--- src/rtl/pcie_mrd_axi_master.sv ---
// AXI4 read master: turns PCIe memory-read requests into INCR bursts and
// forwards the returned beats, tagged and error-marked, through a small completion FIFO.
module pcie_mrd_axi_master #(
  parameter int DEPTH = 4,
  parameter int TAG_W = 8
) (
  input  logic             clk,
  input  logic             rst_n,
  input  logic             req_valid,
  output logic             req_ready,
  input  logic [63:0]      req_addr,
  input  logic [11:0]      req_len,
  input  logic [TAG_W-1:0] req_tag,
  output logic             axi_arvalid,
  output logic [63:0]      axi_araddr,
  output logic [11:0]      axi_arlen,
  output logic [2:0]       axi_arsize,
  output logic [1:0]       axi_arburst,
  input  logic             axi_arready,
  input  logic             axi_rvalid,
  input  logic [255:0]     axi_rdata,
  input  logic [1:0]       axi_rresp,
  input  logic             axi_rlast,
  output logic             axi_rready,
  output logic             cpl_valid,
  input  logic             cpl_ready,
  output logic [255:0]     cpl_data,
  output logic [TAG_W-1:0] cpl_tag,
  output logic             cpl_last,
  output logic             cpl_err
);

  localparam int PTR_W = $clog2(DEPTH);
  localparam int CNT_W = PTR_W + 1;

  typedef enum logic [1:0] {S_IDLE, S_ADDR, S_DATA, S_FLUSH} state_e;

  typedef struct packed {
    logic [255:0]     data;
    logic [TAG_W-1:0] tag;
    logic             last;
    logic             err;
  } entry_t;

  state_e           state_q, state_d;
  logic             arvalid_q, arvalid_d;
  logic [63:0]      araddr_q, araddr_d;
  logic [11:0]      arlen_q, arlen_d;
  logic [TAG_W-1:0] tag_q, tag_d;
  logic [12:0]      beat_cnt_q, beat_cnt_d;
  logic [PTR_W-1:0] wr_ptr_q, wr_ptr_d;
  logic [PTR_W-1:0] rd_ptr_q, rd_ptr_d;
  logic [CNT_W-1:0] count_q, count_d;

  entry_t mem_q [DEPTH];
  entry_t push_entry;
  entry_t head;
  logic   push;
  logic   pop;
  logic   fifo_full;
  logic   fifo_empty;
  logic   r_hs;
  logic   at_end;

  assign fifo_full  = (count_q == CNT_W'(DEPTH));
  assign fifo_empty = (count_q == '0);

  // rready depends only on registered state, never on cpl_ready.
  assign axi_rready = ((state_q == S_DATA) && !fifo_full) || (state_q == S_FLUSH);
  assign req_ready  = (state_q == S_IDLE);
  assign r_hs       = axi_rvalid && axi_rready;
  assign at_end     = (beat_cnt_q == {1'b0, arlen_q});

  assign cpl_valid  = !fifo_empty;
  assign pop        = cpl_valid && cpl_ready;
  assign head       = mem_q[rd_ptr_q];
  assign cpl_data   = cpl_valid ? head.data : '0;
  assign cpl_tag    = cpl_valid ? head.tag  : '0;
  assign cpl_last   = cpl_valid && head.last;
  assign cpl_err    = cpl_valid && head.err;

  assign axi_arvalid = arvalid_q;
  assign axi_araddr  = araddr_q;
  assign axi_arlen   = arlen_q;
  assign axi_arsize  = 3'b101;
  assign axi_arburst = 2'b01;

  always_comb begin
    // NOTE: every signal gets a default here so no path through the case infers a latch.
    state_d         = state_q;
    arvalid_d       = arvalid_q;
    araddr_d        = araddr_q;
    arlen_d         = arlen_q;
    tag_d           = tag_q;
    beat_cnt_d      = beat_cnt_q;
    push            = 1'b0;
    push_entry.data = axi_rdata;
    push_entry.tag  = tag_q;
    push_entry.last = 1'b0;
    push_entry.err  = (axi_rresp != 2'b00);

    case (state_q)
      S_IDLE: begin
        if (req_valid) begin
          araddr_d  = req_addr;
          arlen_d   = req_len;
          tag_d     = req_tag;
          arvalid_d = 1'b1;
          state_d   = S_ADDR;
        end
      end
      S_ADDR: begin
        if (axi_arready) begin
          arvalid_d  = 1'b0;
          beat_cnt_d = '0;
          state_d    = S_DATA;
        end
      end
      S_DATA: begin
        if (r_hs) begin
          push = 1'b1;
          if (axi_rlast) begin
            // Normal end when the count agrees; otherwise the slave ended early.
            push_entry.last = 1'b1;
            push_entry.err  = push_entry.err || !at_end;
            state_d         = S_IDLE;
          end else if (at_end) begin
            // Slave overran the requested length: close the completion, drain the rest.
            push_entry.last = 1'b1;
            push_entry.err  = 1'b1;
            state_d         = S_FLUSH;
          end else begin
            beat_cnt_d = beat_cnt_q + 13'd1;
          end
        end
      end
      S_FLUSH: begin
        if (r_hs && axi_rlast) begin
          state_d = S_IDLE;
        end
      end
      default: state_d = S_IDLE;
    endcase

    wr_ptr_d = push ? wr_ptr_q + PTR_W'(1) : wr_ptr_q;
    rd_ptr_d = pop  ? rd_ptr_q + PTR_W'(1) : rd_ptr_q;
    count_d  = count_q + CNT_W'(push) - CNT_W'(pop);
  end

  always_ff @(posedge clk) begin
    // NOTE: state registers use non-blocking assignments so every flop samples pre-edge values.
    if (!rst_n) begin
      state_q    <= S_IDLE;
      arvalid_q  <= 1'b0;
      araddr_q   <= '0;
      arlen_q    <= '0;
      tag_q      <= '0;
      beat_cnt_q <= '0;
      wr_ptr_q   <= '0;
      rd_ptr_q   <= '0;
      count_q    <= '0;
    end else begin
      state_q    <= state_d;
      arvalid_q  <= arvalid_d;
      araddr_q   <= araddr_d;
      arlen_q    <= arlen_d;
      tag_q      <= tag_d;
      beat_cnt_q <= beat_cnt_d;
      wr_ptr_q   <= wr_ptr_d;
      rd_ptr_q   <= rd_ptr_d;
      count_q    <= count_d;
    end
  end

  // NOTE: FIFO storage is not reset; the empty count masks stale entries and outputs are gated.
  always_ff @(posedge clk) begin
    if (push) begin
      mem_q[wr_ptr_q] <= push_entry;
    end
  end

endmodule

--- config.mk ---
export PLATFORM = sky130hd
export DESIGN_NAME = pcie_mrd_axi_master
export DESIGN_NICKNAME = d
export VERILOG_FILES = /design/src/rtl/pcie_mrd_axi_master.sv
export SDC_FILE = /design/constraint.sdc
export NUM_CORES = 1
export LEC_CHECK = 0
export BUFFER_PORTS_ARGS = -buffer_cell sky130_fd_sc_hd__buf_4
export CAP_MARGIN = 10
export CORE_AREA = 2 2 288 290
export CTS_CLUSTER_SIZE = 25
export DETAILED_ROUTE_END_ITERATION = 6
export DIE_AREA = 0 0 290 292
export HOLD_SLACK_MARGIN = 0.1
export PLACE_DENSITY = 0.87
export SLEW_MARGIN = 20
export SYNTH_ARGS = -nofsm -noshare
export SYNTH_HDL_FRONTEND = slang
export SYNTH_SLANG_ARGS = --single-unit
--- constraint.sdc ---
create_clock -name clk -period 18.7 [get_ports clk]
set_input_delay 1.87 -clock clk [delete_from_list [all_inputs] [get_ports clk]]
set_output_delay 1.87 -clock clk [all_outputs]
set_load 0.01 [all_outputs]
Yosys cells after proc, flatten, opt, wreduce, memory -nomap -nowiden
Memory sizes are Yosys's and may differ from the RTL's. A register that Yosys moved wholly into a read port is not among the register bits.
Index checks and enable logic that the tools add are counted.
Widths: inputs -> output; s select.
- add/subtract/negate cells: 5
- equal/unequal tests: 12
- multiplexer cells: 27
- reductions and logical operators: 20
- operator list (operator ; number):
    $mux 256 ; 1
    $mux 13 ; 4
    $pmux 13 s2 ; 1
    $mux 2 ; 12
    $add 13x1->13 const B ; 1
    $eq 13x12->1 ; 1
    $ne 2x2->1 const B ; 5
    $reduce_and 5->1 ; 2
    $mux 8 ; 1
    $pmux 2 s4 ; 1
    $logic_and 1x1->1 ; 6
    $mux 1 ; 6
    $reduce_bool 2->1 ; 3
    $add 2x1->2 const B ; 2
    $eq 2x2->1 const B ; 2
    $add 3x1->3 ; 1
    $eq 3x3->1 const B ; 1
    $logic_not 1->1 ; 3
    $logic_not 3->1 ; 1
    $ne 3x3->1 const B ; 1
    $reduce_and 3->1 ; 1
    $sub 3x1->3 ; 1
    $eq 2x1->1 const B ; 1
    $logic_not 2->1 ; 1
    4 further kinds ; 5
- register bits: 107
- memory bits (writable): 1064
- input port bits: 349
- output and inout bits: 351
- logic and storage cells: 74
- memories: 1
- memory list (memory ; words ; bits a word ; rd ports ; clocked after memory_dff ; wr ports ; RTL line ; RTL):
    mem_q ; 4 ; 266 ; 1 ; 1 ; 1 ; 55 ; entry_t mem_q [DEPTH];

Longest topological paths before layout
- word-level depth: 9
- depth in mapped cells: 11
- mapped depth without buffers: 11

Worst setup path after synthesis
Ideal clock, no wire load.
- path type: input -> register
- start: input port axi_rvalid
- end: memory mem_q[0][0] (netlist bit) (enable)
- setup time: 0.661 ns
- arrival: 8.277 ns
- data required time: 18.039 ns
- setup slack: 9.763 ns
- stages: 3
- buffers on the path: 0
- path through: nand2_4 > nor3b_4 > and2_1
- cells in the longest elaborated chain, start to end: 5
- RTL lines (element ; RTL line ; RTL):
    from (decl) ; 20 ; input logic axi_rvalid,
    $logic_and 1x1->1 ; 71 ; assign r_hs = axi_rvalid && axi_rready;
    $mux 1 ; 120 ; if (r_hs) begin
    $mux 1 ; 102 ; case (state_q)
    $mux 1 ; 177 ; if (push) begin
    $mux 1 (implied by the code) ; 178 ; mem_q[wr_ptr_q] <= push_entry;
    to (decl) ; 55 ;
No other way between the ends.

Final worst setup path
- start: register count_q[2]
- end: output port cpl_data[86]
- cells in the longest elaborated chain, start to end: 2
- RTL lines (element ; RTL line ; RTL):
    from (decl) ; 53 ; logic [CNT_W-1:0] count_q, count_d;
    from (signal assigned) ; 171 ; count_q <= count_d;
    $logic_not 3->1 ; 66 ; assign fifo_empty = (count_q == '0);
    $mux 256 ; 77 ; assign cpl_data = cpl_valid ? head.data : '0;
    to (decl) ; 27 ; output logic [255:0] cpl_data,
No other way between the ends.

==> impl_metrics.yaml <==
route:
  ant_nets: 0
  routedWlPerCell_um: 26.16
  totalWireLength_um: 107800
  num_vias: 24010
  avgViaCountPerCell: 5.824
  dr.pass1.iters: 6
  drtIter0Drc: 2250
  remaining_drc_errors: 0
synthesis:
  synth_ff_type: "edfxtp_1"
  synthArstFlopShare_pct: 0
  synth_area_leaders: "edfxtp_1 72%, mux4_2 13%, dfxtp_1 4.9%, and2_1 3.9%, nand2_1 1.6%"
  yosys_warnings: 0
  synth_cells: 2242
  yosysTopAreaCellShare_pct: 71.64
  synth-seq-cells: 1173
  avgSynthCellArea_um2: 19.89
  synth_most_common_cell: "edfxtp_1"
  synthTopCellsByCount: "1,064 x edfxtp_1, 277 x and2_1, 266 x mux4_2"
  synth_top_cell_by_area: "edfxtp_1"
  synth_seq_area_share_pct: 76.53
  synth_edf_count: 1064
  synth_cell_types: 50
  netlist_area_um2: 44600
global_routing:
  grt_pass1_vias: 25150
  grt_max_degree: 142
  grt_overflow: 0
  gr-usage-met2_pct: 43.84
  use_met3_pct: 6.500
  antenna_found_initial: 18
  grtUsageMet1_pct: 30.09
  grt_use_total_pct: 25.21
  grt_first_pass_wirelength_um: 160200
  grt_busiest_layer: "met2"
die:
  die-area_um2: 84680
  fp.dieW_um: 290
  die_h_um: 292
  num_rows: 105
  coreArea_um2: 81580
  pin_count: 700
  initial_utilization_pct: 54.67
placement:
  gp_congestion: 0.9230
  hpwl_um: 64350
  dp.cells: 3901
  io_buffers: 694
critical_path:
  ff2ff_setup_slack_ps: 14130
  endpoint_kind: "output pin"
  cp.required_ps: 16830
  cp_max_fo: 107
  worstSetupStartpointType: "flop"
  slowest_delay_ps: 790
  critPathSlowestCell: "buf_4"
  crit_arrival_ps: 3930
  path_class: "reg2out"
  path_cells: "or3_4, buf_4, buf_4, and2_1, buf_4"
  path_common_cell: "buf_4"
clock_network:
  htreeDepth: 3
  postCtsSetupBuffers: 0
  clk_path_buf_depth: 3
  cts_resized: 0
  cts_tree: "done"
  clk_pin_slew_ps: 60
  cts_inserted_buffers: 111
  clock_sinks: 1173
  clkLatencyLatePin_ps: 670
  hold_buffers: 0
  cts_root_buf: "clkbuf_16"
sta:
  tns_ps: 0
  slew_headroom_pct: 22.17
  hold-worst-slack_ps: 469.8
  fin_crit_sh_pct: 31.00
  min_period_ps: 5796
  finalMaxSlewViolations: 0
  finalHoldViolCount: 0
  fmax_mhz: 172.5
  finClkSkew_ps: 48.88
  worst_slew_pin_slew_ps: 1167
  setup_viol_count_final: 0
  rsz0062_at_grt: "false"
outcome:
  status: "finished clean"
final_layout:
  multi_input_area_um2: 9917
  drive_above_1_share_pct: 38.57
  fill_cells: 4868
  nNetsFinal: 3302
  area_growth_pct: 22.69
  regArea_um2: 34140
  fin_cells: 4122
power:
  p_leak_nw: 18.86
  peakVddDrop_mv: 0.1057
  cellPowerDensity_nw_per_um2: 128.6
hold_path:
  hold_class: "reg2reg"
job:
  max_cap_violations: 0
==> cell type report <==
class / count / area share [%]
Clock inverter: 72 / 1.580
Sequential cell: 1173 / 62.39
Tap cell: 1070 / 2.447
Clock buffer: 135 / 5.369
Antenna cell: 13 / 0.05945
Inverter: 10 / 0.06859
Timing Repair Buffer: 717 / 9.965
Multi-Input combinational cell: 932 / 18.12
==> cells in the final DEF (no fill, tap or decap), drive strengths merged, types with 15 or more instances in the layout <==
cell / count
clkbuf: 135
buf: 717
inv: 15
nand2: 186
dfxtp: 109
edfxtp: 1064
and2: 277
a21boi: 86
mux4: 266
clkinv: 45
==> registers in the layout, indices dropped and copies added, names as in the netlist, named ones only <==
signal / flops
axi_araddr: 64
axi_arlen: 12
axi_arvalid: 1
beat_cnt_q: 13
count_q: 3
mem_q: 1064
rd_ptr_q: 2
state_q: 2
tag_q: 8
wr_ptr_q: 2
==> per-layer routing <==
metal | vias to the layer above | routed length, µm | part of all wire, %
li1 | 10220 | - | -
met1 | 12210 | 37480 | 35
met2 | 1317 | 56830 | 53
met3 | 244 | 9296 | 8.6
met4 | 10 | 4152 | 3.9
met5 | - | 71 | 0.066
==> path summary, 6_finish.rpt <==
kind             startpoint        endpoint  cells past startpoint
max              count_q[2]    cpl_data[86]                      5
min          axi_araddr[61]  axi_araddr[61]                      2
max reg2reg      count_q[2]   mem_q[1][142]                      7
min reg2reg  axi_araddr[61]  axi_araddr[61]                      2
==> per-stage QoR <==
| step | area (µm²) | util [%] | power [mW] | setup WS (ps) |
|---|---|---|---|---|
| floorplan | 44610 | - | 3.998 | 9763 |
| global placement | 50860 | 62.34 | 4.733 | 12780 |
| detailed placement | 50860 | 62.34 | 4.776 | 12740 |
| CTS | 54660 | 67.00 | 7.091 | 12840 |
| global route | 54720 | 67.07 | 7.278 | 12690 |
| finish | 54720 | 67.07 | 7.039 | 12900 |
==> critical path, delay by kind of cell (launching register included) <==
kind / cells / cell delay, ps
buf+inv: 3 / 1690
simple gates: 2 / 940
flops: 1 / 370
==> cell families after synthesis <==
logic type / share of synthesized area, %
other cells: 0.01684
simple gates: 6.124
flops: 76.53
buf+inv: 1.302
fa+ha+maj: 0.2413
compound gates: 1.975
mux: 13.48
xor+xnor: 0.3338
==> power by group <==
group / switching (mW) / total (mW) / internal [mW]
logic: 0.874 / 1.79 / 0.913
clock network: 0.975 / 2.30 / 1.32
registers: 0.0562 / 2.95 / 2.90
total: 1.91 / 7.04 / 5.13
Note: power is estimated with default switching activity, not from simulation.
